`src/rtl/riscv_pkg.sv`:
```
`default_nettype none
// ============================================================================
// Package     : riscv_pkg
// Description : Shared RV32M encodings for the risc5 core. Holds the funct3
//               op codes of the M extension (also used by the decoder) and
//               the state encoding of the iterative multiply/divide unit.
// Revision    : 1.0 - initial release
// ============================================================================
package riscv_pkg;

  // RV32M funct3 op codes
  localparam logic [2:0] F3_MUL    = 3'b000;
  localparam logic [2:0] F3_MULH   = 3'b001;
  localparam logic [2:0] F3_MULHSU = 3'b010;
  localparam logic [2:0] F3_MULHU  = 3'b011;
  localparam logic [2:0] F3_DIV    = 3'b100;
  localparam logic [2:0] F3_DIVU   = 3'b101;
  localparam logic [2:0] F3_REM    = 3'b110;
  localparam logic [2:0] F3_REMU   = 3'b111;

  // Iterative MDU states, 2-bit encoding
  typedef enum logic [1:0] {
    ST_IDLE = 2'd0,
    ST_CALC = 2'd1,
    ST_FIX  = 2'd2
  } mdu_state_t;

  // rs1 is treated as signed for MULH, MULHSU, DIV and REM
  function automatic logic f3_signed_a(input logic [2:0] f3);
    return (f3 == F3_MULH) || (f3 == F3_MULHSU) || (f3 == F3_DIV) || (f3 == F3_REM);
  endfunction

  // rs2 is treated as signed for MULH, DIV and REM
  function automatic logic f3_signed_b(input logic [2:0] f3);
    return (f3 == F3_MULH) || (f3 == F3_DIV) || (f3 == F3_REM);
  endfunction

endpackage : riscv_pkg
`default_nettype wire

```
`src/rtl/mdu_div_step.sv`:
```
`default_nettype none
// ============================================================================
// Module      : mdu_div_step
// Description : One iteration of a restoring unsigned divider. Shifts the
//               next dividend bit into the partial remainder, trial-subtracts
//               the divisor and keeps the difference when it does not borrow.
// Ports       : rem_in       [XLEN-1:0] partial remainder before this step
//               dividend_msb            next dividend bit (MSB first)
//               divisor      [XLEN-1:0] unsigned divisor
//               rem_out      [XLEN-1:0] partial remainder after this step
//               q_bit                   quotient bit produced by this step
// Revision    : 1.0 - initial release
// ============================================================================
module mdu_div_step #(
  parameter int XLEN = 32
) (
  input  logic [XLEN-1:0] rem_in,
  input  logic            dividend_msb,
  input  logic [XLEN-1:0] divisor,
  output logic [XLEN-1:0] rem_out,
  output logic            q_bit
);

  // The shifted remainder needs XLEN+1 bits: rem_in < divisor, so it is at
  // most 2*divisor-1. After a successful subtract it fits XLEN bits again.
  logic [XLEN:0]   shifted;
  logic [XLEN-1:0] diff;

  always_comb begin
    shifted = {rem_in, dividend_msb};
    q_bit   = (shifted >= {1'b0, divisor});
    diff    = shifted[XLEN-1:0] - divisor;
    rem_out = q_bit ? diff : shifted[XLEN-1:0];
  end

endmodule : mdu_div_step
`default_nettype wire

```
`src/rtl/mdu_iter.sv`:
```
`default_nettype none
// ============================================================================
// Module      : mdu_iter
// Description : Iterative RV32M multiply/divide unit. Radix-2 shift-add
//               multiply and restoring divide, one bit per clock, on operand
//               magnitudes; signs and the RISC-V special cases (divide by
//               zero, signed overflow) are applied in a final FIX cycle.
//               Latency start->done is XLEN+1 edges.
// Ports       : clk, rst         clock / synchronous active-high reset
//               start            request, sampled only while busy=0
//               funct3   [2:0]   RV32M op select
//               op_a, op_b       rs1 / rs2 values
//               rd_in    [4:0]   destination register index
//               busy             operation in progress
//               done             one-cycle result-valid pulse
//               result           result, held until the next done
//               rd_out   [4:0]   destination index, held with result
//               we               reg_file write strobe (done and rd_out!=0)
// Revision    : 1.0 - initial release
// ============================================================================
module mdu_iter
  import riscv_pkg::*;
#(
  parameter int XLEN = 32
) (
  input  logic            clk,
  input  logic            rst,
  input  logic            start,
  input  logic [2:0]      funct3,
  input  logic [XLEN-1:0] op_a,
  input  logic [XLEN-1:0] op_b,
  input  logic [4:0]      rd_in,
  output logic            busy,
  output logic            done,
  output logic [XLEN-1:0] result,
  output logic [4:0]      rd_out,
  output logic            we
);

  localparam int CNT_W = $clog2(XLEN);
  localparam logic [XLEN-1:0] C_MIN_NEG = {1'b1, {(XLEN-1){1'b0}}};

  mdu_state_t state, state_next;

  logic [CNT_W-1:0]  cnt;
  logic [2:0]        f3_lat;
  logic [4:0]        rd_lat;
  logic [2*XLEN-1:0] prod;      // {partial product, remaining multiplier}
  logic [XLEN-1:0]   mcand;     // |op_b|: multiplicand and divisor
  logic [XLEN-1:0]   quo;       // dividend shifting out, quotient shifting in
  logic [XLEN-1:0]   rem;       // partial remainder
  logic              neg_res;
  logic              div_zero;
  logic              div_ovf;

  // --------------------------------------------------------------------------
  // Accept-time operand conditioning
  // --------------------------------------------------------------------------
  logic            accept;
  logic            a_neg, b_neg;
  logic [XLEN-1:0] abs_a, abs_b;

  always_comb begin
    accept = (state == ST_IDLE) && start;
    a_neg  = f3_signed_a(funct3) && op_a[XLEN-1];
    b_neg  = f3_signed_b(funct3) && op_b[XLEN-1];
    abs_a  = a_neg ? (~op_a + 1'b1) : op_a;
    abs_b  = b_neg ? (~op_b + 1'b1) : op_b;
  end

  // --------------------------------------------------------------------------
  // Iteration datapath: both multiply and divide steps run every CALC cycle;
  // FIX picks whichever the latched op needs.
  // --------------------------------------------------------------------------
  logic [XLEN:0]     mul_sum;
  logic [2*XLEN-1:0] prod_next;
  logic [XLEN-1:0]   rem_next;
  logic              q_bit;

  always_comb begin
    mul_sum   = {1'b0, prod[2*XLEN-1:XLEN]} + {1'b0, (prod[0] ? mcand : '0)};
    prod_next = {mul_sum, prod[XLEN-1:1]};
  end

  mdu_div_step #(
    .XLEN (XLEN)
  ) u_div_step (
    .rem_in       (rem),
    .dividend_msb (quo[XLEN-1]),
    .divisor      (mcand),
    .rem_out      (rem_next),
    .q_bit        (q_bit)
  );

  // --------------------------------------------------------------------------
  // Result selection into FIX
  // --------------------------------------------------------------------------
  logic [2*XLEN-1:0] prod_fix;
  logic [XLEN-1:0]   quo_fix, rem_fix, res_sel;

  always_comb begin
    prod_fix = neg_res ? (~prod + 1'b1) : prod;
    quo_fix  = neg_res ? (~quo  + 1'b1) : quo;
    rem_fix  = neg_res ? (~rem  + 1'b1) : rem;
    res_sel  = '0;
    // Divide by zero leaves the dividend in the remainder (every trial
    // subtract of 0 succeeds), and its sign follows the dividend, so the
    // REM/REMU by-zero result equals op_a without an override.
    case (f3_lat)
      F3_MUL:    res_sel = prod_fix[XLEN-1:0];
      F3_MULH,
      F3_MULHSU,
      F3_MULHU:  res_sel = prod_fix[2*XLEN-1:XLEN];
      F3_DIV:    res_sel = div_zero ? '1 : (div_ovf ? C_MIN_NEG : quo_fix);
      F3_DIVU:   res_sel = div_zero ? '1 : quo_fix;
      F3_REM:    res_sel = div_ovf ? '0 : rem_fix;
      F3_REMU:   res_sel = rem_fix;
      default:   res_sel = '0;
    endcase
  end

  // --------------------------------------------------------------------------
  // FSM next state
  // --------------------------------------------------------------------------
  always_comb begin
    state_next = state;
    case (state)
      ST_IDLE: if (start) state_next = ST_CALC;
      ST_CALC: if (cnt == '0) state_next = ST_FIX;
      ST_FIX:  state_next = ST_IDLE;
      default: state_next = ST_IDLE;
    endcase
  end

  // --------------------------------------------------------------------------
  // FSM / datapath registers
  // --------------------------------------------------------------------------
  always_ff @(posedge clk) begin
    if (rst) begin
      state    <= ST_IDLE;
      cnt      <= '0;
      f3_lat   <= '0;
      rd_lat   <= '0;
      prod     <= '0;
      mcand    <= '0;
      quo      <= '0;
      rem      <= '0;
      neg_res  <= 1'b0;
      div_zero <= 1'b0;
      div_ovf  <= 1'b0;
      done     <= 1'b0;
      we       <= 1'b0;
      result   <= '0;
      rd_out   <= '0;
    end else begin
      state <= state_next;
      done  <= 1'b0;
      we    <= 1'b0;
      case (state)
        ST_IDLE: begin
          if (accept) begin
            f3_lat   <= funct3;
            rd_lat   <= rd_in;
            prod     <= {{XLEN{1'b0}}, abs_a};
            mcand    <= abs_b;
            quo      <= abs_a;
            rem      <= '0;
            cnt      <= CNT_W'(XLEN - 1);
            // Remainder follows the dividend; everything else is the
            // product of the operand signs.
            neg_res  <= ((funct3 == F3_REM) || (funct3 == F3_REMU)) ? a_neg : (a_neg ^ b_neg);
            div_zero <= (op_b == '0);
            div_ovf  <= f3_signed_b(funct3) && funct3[2] &&
                        (op_a == C_MIN_NEG) && (op_b == '1);
          end
        end
        ST_CALC: begin
          prod <= prod_next;
          rem  <= rem_next;
          quo  <= {quo[XLEN-2:0], q_bit};
          cnt  <= cnt - 1'b1;
        end
        ST_FIX: begin
          result <= res_sel;
          rd_out <= rd_lat;
          done   <= 1'b1;
          we     <= (rd_lat != 5'd0);
        end
        default: ;
      endcase
    end
  end

  assign busy = (state != ST_IDLE);

endmodule : mdu_iter
`default_nettype wire
```
`config.mk`:
```
export PLATFORM = sky130hd
export DESIGN_NAME = mdu_iter
export DESIGN_NICKNAME = d
export VERILOG_FILES = /design/src/rtl/riscv_pkg.sv /design/src/rtl/mdu_div_step.sv /design/src/rtl/mdu_iter.sv
export SDC_FILE = /design/constraint.sdc
export NUM_CORES = 1
export LEC_CHECK = 0
export CORE_ASPECT_RATIO = 2
export CORE_MARGIN = 5
export CORE_UTILIZATION = 65
export DETAILED_ROUTE_END_ITERATION = 16
export PLACE_DENSITY = 0.87
export SLEW_MARGIN = 20
export SYNTH_ARGS = -nofsm -noshare
export SYNTH_HDL_FRONTEND = slang
export SYNTH_HIERARCHICAL = 1
export SYNTH_SLANG_ARGS = --single-unit
export TNS_END_PERCENT = 30
```
`constraint.sdc`:
```
create_clock -name clk -period 5.1 [get_ports clk]
set_input_delay 1.02 -clock clk [delete_from_list [all_inputs] [get_ports clk]]
set_output_delay 1.02 -clock clk [all_outputs]
set_load 0.005 [all_outputs]
```
* After elaboration in Yosys (flattened, before gate mapping) *
Index checks and enable logic that the tools add are counted.

storage, ports and cells
  latch bits = 0
  output and inout bits = 40
  memories kept = 0
  word-level logic and storage cells = 99
  register bits = 217
  memory bits (writable) = 0
  bits in read-only memories = 0
  bits of input ports = 75

cells by class
  shift operators = 0
  add/sub/neg operators = 8
  bitwise logic cells = 7
  order comparisons = 1
  mux-type cells = 25
  reductions and logical operators = 24
  equal/unequal tests = 19
  div/mod/pow operators = 0
  multiply operators = 0

operator list
  operator                                                               count
  32-bit two-way mux                                                     12
  32-bit case mux with 6 select lines                                    1
  32-bit by 1-bit adder with 32-bit output, second input constant        4
  64-bit two-way mux                                                     2
  32-bit inverter                                                        4
  32-bit case mux with 2 select lines                                    2
  64-bit case mux with 2 select lines                                    1
  64-bit by 1-bit adder with 64-bit output, second input constant        1
  32-bit equality test, second input constant                            2
  64-bit inverter                                                        1
  32-bit by 32-bit adder with 33-bit output                              1
  33-bit by 32-bit >= comparator with 1-bit output                       1
  32-bit zero test                                                       1
  32-bit subtractor                                                      1
  3-bit equality test, second input constant                             7
  5-bit case mux with 2 select lines                                     1
  3-bit by 2-bit equality test with 1-bit output, second input constant  3
  3-bit by 1-bit equality test with 1-bit output, second input constant  2
  1-bit logical AND                                                      6
  1-bit logical OR                                                       6
  2-bit != test, second input constant                                   3
  2-bit AND reduction                                                    3
  5-bit zero test                                                        1
  5-bit two-way mux                                                      1
  other kinds (14)                                                       17

* Depth between registers and ports, before layout *
  word-level depth = 8
  gate-level depth with buffers = 15
  gate-level depth less buffers = 12

* By module *
Netlist, hierarchy kept.

by module, submodules not included
  module        area each (sq um)  cells an instance  sequential area each (sq um)  times used
  mdu_iter      14312.5            1860               4344.2                        1
  mdu_div_step  2331.0             323                0.0                           1

* Least setup slack after synthesis *
No wires, ideal clock.

  kind = input to register
  start = input op_a[9]
  end = register quo[30]
  path buffers = 0
  setup time = 0.131 ns
  setup slack = 1.796 ns
  required time = 4.969 ns
  arrival = 3.172 ns
  stages = 8
  cells stage by stage = or3_1 -> or4_1 -> or4b_2 -> nor3_1 -> a21oi_1 -> xor2_1 -> nand2_1 -> o21ai_0

on the way
  word-level cells in the longest chain between the ends = 5

ends and longest elaborated chain
  item                                      line             text
  start, declared                           mdu_iter.sv:30   input logic [XLEN-1:0] op_a,
  32-bit inverter                           mdu_iter.sv:67   abs_a = a_neg ? (~op_a + 1'b1) : op_a;
  32-bit by 1-bit adder with 32-bit output  mdu_iter.sv:67
  32-bit two-way mux                        mdu_iter.sv:67
  32-bit two-way mux                        mdu_iter.sv:161  if (accept) begin
  32-bit case mux with 2 select lines       mdu_iter.sv:159  case (state)
  end signal, assigned                      mdu_iter.sv:166  quo <= abs_a;
  end signal, assigned                      mdu_iter.sv:180  quo <= {quo[XLEN-2:0], q_bit};
  end, declared                             mdu_iter.sv:50   logic [XLEN-1:0] quo;

Every way passes these cells. The select of a mux whose other input is x is not followed.
A chain may end at the register's enable or synchronous reset.

* Worst setup path after layout *
  start = register prod[0]
  end = register prod[57]

on the way
  word-level cells in the longest chain between the ends = 3

ends and longest elaborated chain
  item                                       line             text
  start, declared                            mdu_iter.sv:48   logic [2*XLEN-1:0] prod;
  start signal, assigned                     mdu_iter.sv:164  prod <= {{XLEN{1'b0}}, abs_a};
  start signal, assigned                     mdu_iter.sv:178  prod <= prod_next;
  32-bit two-way mux                         mdu_iter.sv:81   mul_sum = {1'b0, prod[2*XLEN-1:XLEN]} + {1'b0, (prod[0] ? mcand : '0)};
  32-bit by 32-bit adder with 33-bit output  mdu_iter.sv:81
  64-bit case mux with 2 select lines        mdu_iter.sv:159

Every way passes these cells.

==> impl_metrics.json <==
{
  "setup_viol": 0,
  "synth_seq_cells": 217,
  "maxCapViolations": 0,
  "layout_min_cycle_time_ns": 3.851,
  "syn2layout_area_growth_pct": 11.83,
  "synth-simple-area-share_pct": 22.94,
  "r2r_slack_ns": 1.25,
  "synth_top_area_cell": "dfxtp_1",
  "via_count": 17290,
  "hp-class": "flip-flop to flip-flop",
  "crit_required_ns": 5.51,
  "numPlacedInstances": 2512,
  "power.switching_uw": 1919,
  "synth_top_family_by_area": "compound AO/OA/AOI/OAI gates",
  "dpl.hpwl_um": 38570,
  "finalSetupTns_ns": 0,
  "postCtsSetupBuffers": 0,
  "fp-row-count": 83,
  "synth_most_common_cell": "nand2_1",
  "fin_skew_ns": 0.02349,
  "cts_root_buf": "clkbuf_16",
  "crit_type": "flip-flop to flip-flop",
  "clkSlewWorstSetupHoldPaths_ns": 0.07,
  "first_global_vias": 16000,
  "p_comb_share_pct": 29.4,
  "gp_congestion": 1.006,
  "fin_area_mm2": 0.01861,
  "final-max-slew-violation-count": 0,
  "ant_nets": 0,
  "layout-drive-gt1-share_pct": 6.103,
  "synth_ff_type": "dfxtp_1",
  "ys_warn_count": 6,
  "seqPwrFrac_pct": 36.9,
  "synth_common_cells": "nand2_1, dfxtp_1, nor2_1, o21ai_0, xnor2_1",
  "clkLatencyLatePin_ns": 0.55,
  "hold_ws_ns": 0.4672,
  "synth_top_cells_by_area": "dfxtp_1, xnor2_1, nand2_1",
  "r2r_cells": 11,
  "antenna_cells": 0,
  "p_int_uw": 3565,
  "grt_pass1_wl_um": 82410,
  "critPathCaptureType": "flip-flop",
  "fin_cells": 2552,
  "cts_buffers": 22,
  "r2r-start": "prod[0]",
  "wire_per_inst_um": 20.51,
  "hold_violations": 0,
  "fp.dieW_um": 123.2,
  "cts_resized": 0,
  "start_kind": "flip-flop",
  "htreeDepth": 1,
  "sw_frac_of_total_pct": 34.99,
  "async_flop_share_pct": 0,
  "power_frac_clock_pct": 33.7,
  "avgSynthCellArea_um2": 7.624,
  "nets": 2345,
  "cp-endpoint": "prod[57]",
  "worstPathMaxFanout": 19,
  "ios": 115,
  "grt_overflow_total": 0,
  "reg2reg_to": "prod[57]",
  "drc": 0,
  "ys_types": 85,
  "p_leak_uw": 0.007005,
  "synth_edf_count": 0,
  "port_buffers": 114,
  "synth_area_mm2": 0.01664,
  "ys_seq_area_share_pct": 26.10,
  "drt_iter0_markers": 1859,
  "die_h_um": 236.3,
  "crit_arrival_ns": 4.26,
  "p_per_area_mw_per_mm2": 294.6,
  "ctsLongestPathBuffers": 3,
  "slew_headroom_pct": 27.58,
  "coreArea_mm2": 0.02544,
  "startpoint": "prod[0]",
  "post_dp_cell_area_mm2": 0.01779,
  "cts_tree": "built",
  "worst_pin_slew_ns": 1.084,
  "grt_max_degree": 84,
  "synth.top_cell.area_share_pct": 26.10,
  "synthMuxAreaShare_pct": 3.150,
  "netlist_instances": 2183,
  "slowest_delay_ns": 0.79,
  "clock_sinks": 217,
  "status": "completed",
  "worstPathCellList": "buf_4 -> and2_1 -> ha_1 -> a21o_1 -> a31oi_1 -> o221ai_1 -> a21oi_1 -> o21ai_0 -> o31ai_1 -> nor2_1 -> o41ai_1",
  "cts_hold_buf": 0,
  "grt_usage_pct": 34.75,
  "grt_antenna_before_repair": 0,
  "synth-adder-area-share_pct": 5.653,
  "rsz0062_at_grt": "false",
  "post-route-period-util_pct": 75.50,
  "critical-path-slowest-cell": "dfxtp_1",
  "syn_nets": 2332,
  "drtPass1Iterations": 9,
  "synth_compound_area_share_pct": 25.93,
  "whs_path_depth": 2,
  "finalWirelength_um": 52330,
  "start_util_pct": 65.41,
  "clock.fmax_mhz": 259.7,
  "peakVddDrop_uv": 274.9,
  "die-area_mm2": 0.02910,
  "synthXorXnorAreaFrac_pct": 11.16,
  "viasPerCell": 6.773
}
==> registers in the layout, indices dropped and copies added (netlist names), 2 cells and up <==
name,count
quo,32
cnt,5
rd_lat,5
rem,32
result,32
prod,64
mcand,32
f3_lat,3
rd_out,5
state,2
==> worst min-delay path by stage <==
stage / endpoint / slack, ns / from
floorplan: rd_out[3] / 0.44 / rd_lat[3]
CTS: rd_out[0] / 0.47 / rd_out[0]
global route: rd_out[0] / 0.49 / rd_out[0]
detailed placement: rd_out[0] / 0.46 / rd_out[0]
finish: rd_lat[2] / 0.47 / rd_lat[2]
global placement: rd_out[0] / 0.45 / rd_out[0]
==> per-stage QoR <==
stage / util (%) / worst slack, ns / total power, µW
CTS: 73.13 / 1.368 / 5441
global placement: 69.91 / 1.071 / 3579
detailed placement: 69.91 / 1.051 / 3614
global route: 73.15 / 1.080 / 5704
finish: 73.15 / 1.249 / 5484
floorplan: - / 1.796 / 3168
==> metal layers <==
layer | routed length, µm | share of wire [%] | up-vias | GRT usage (%)
li1 | - | - | 8006 | -
met1 | 19530 | 37 | 8123 | 41.40
met2 | 24600 | 47 | 894 | 57.52
met3 | 3781 | 7.2 | 262 | 4.990
met4 | 4425 | 8.5 | 0 | 21.78
met5 | 0 | 0 | - | 0
==> critical path: cells and delay by family, from the launching register on <==
| family | cells | cell delay [ns] |
|---|---|---|
| fa+ha+maj | 1 | 0.31 |
| buf+inv | 1 | 0.34 |
| simple gates | 2 | 0.29 |
| compound gates | 7 | 1.97 |
| flops | 1 | 0.79 |
==> power by group through the flow <==
stage | clock network (µW) | registers, µW | logic (µW)
floorplan | 0 | 1960 | 1210
global placement | 0 | 2050 | 1530
detailed placement | 0 | 2050 | 1560
CTS | 1850 | 2020 | 1580
global route | 1920 | 2040 | 1750
finish | 1850 | 2030 | 1610
==> placed cells by master, fill, tap and decap left out, types with 60 or more instances in the layout <==
cell / count
a21oi_1: 119
a31oi_1: 65
inv_1: 71
nor3_1: 60
xnor2_1: 142
clkdlybuf4s50_1: 113
nand3_1: 82
ha_1: 72
dfxtp_1: 216
nor2_1: 165
o21ai_0: 151
nand2_1: 242
xor2_1: 70
==> cell type report <==
cell class              instances  area (µm²)
clock buffers                  26       605.6
clock inverters                14       215.2
fillers                      2027        6830
inverters                      72       270.3
multi-input cells            1754       11500
flip-flops and latches        217        4348
well taps                     340       425.4
repair buffers                129        1251
==> kinds of logic after synthesis <==
group                    count (synthesis)
AND/OR/NAND/NOR                        782
multiplexers                            45
flip-flops                             217
adder cells (fa/ha/maj)                 74
buffers and inverters                  212
XOR/XNOR                               212
AO/OA/AOI/OAI                          641
Note: power is estimated with default switching activity, not from simulation.
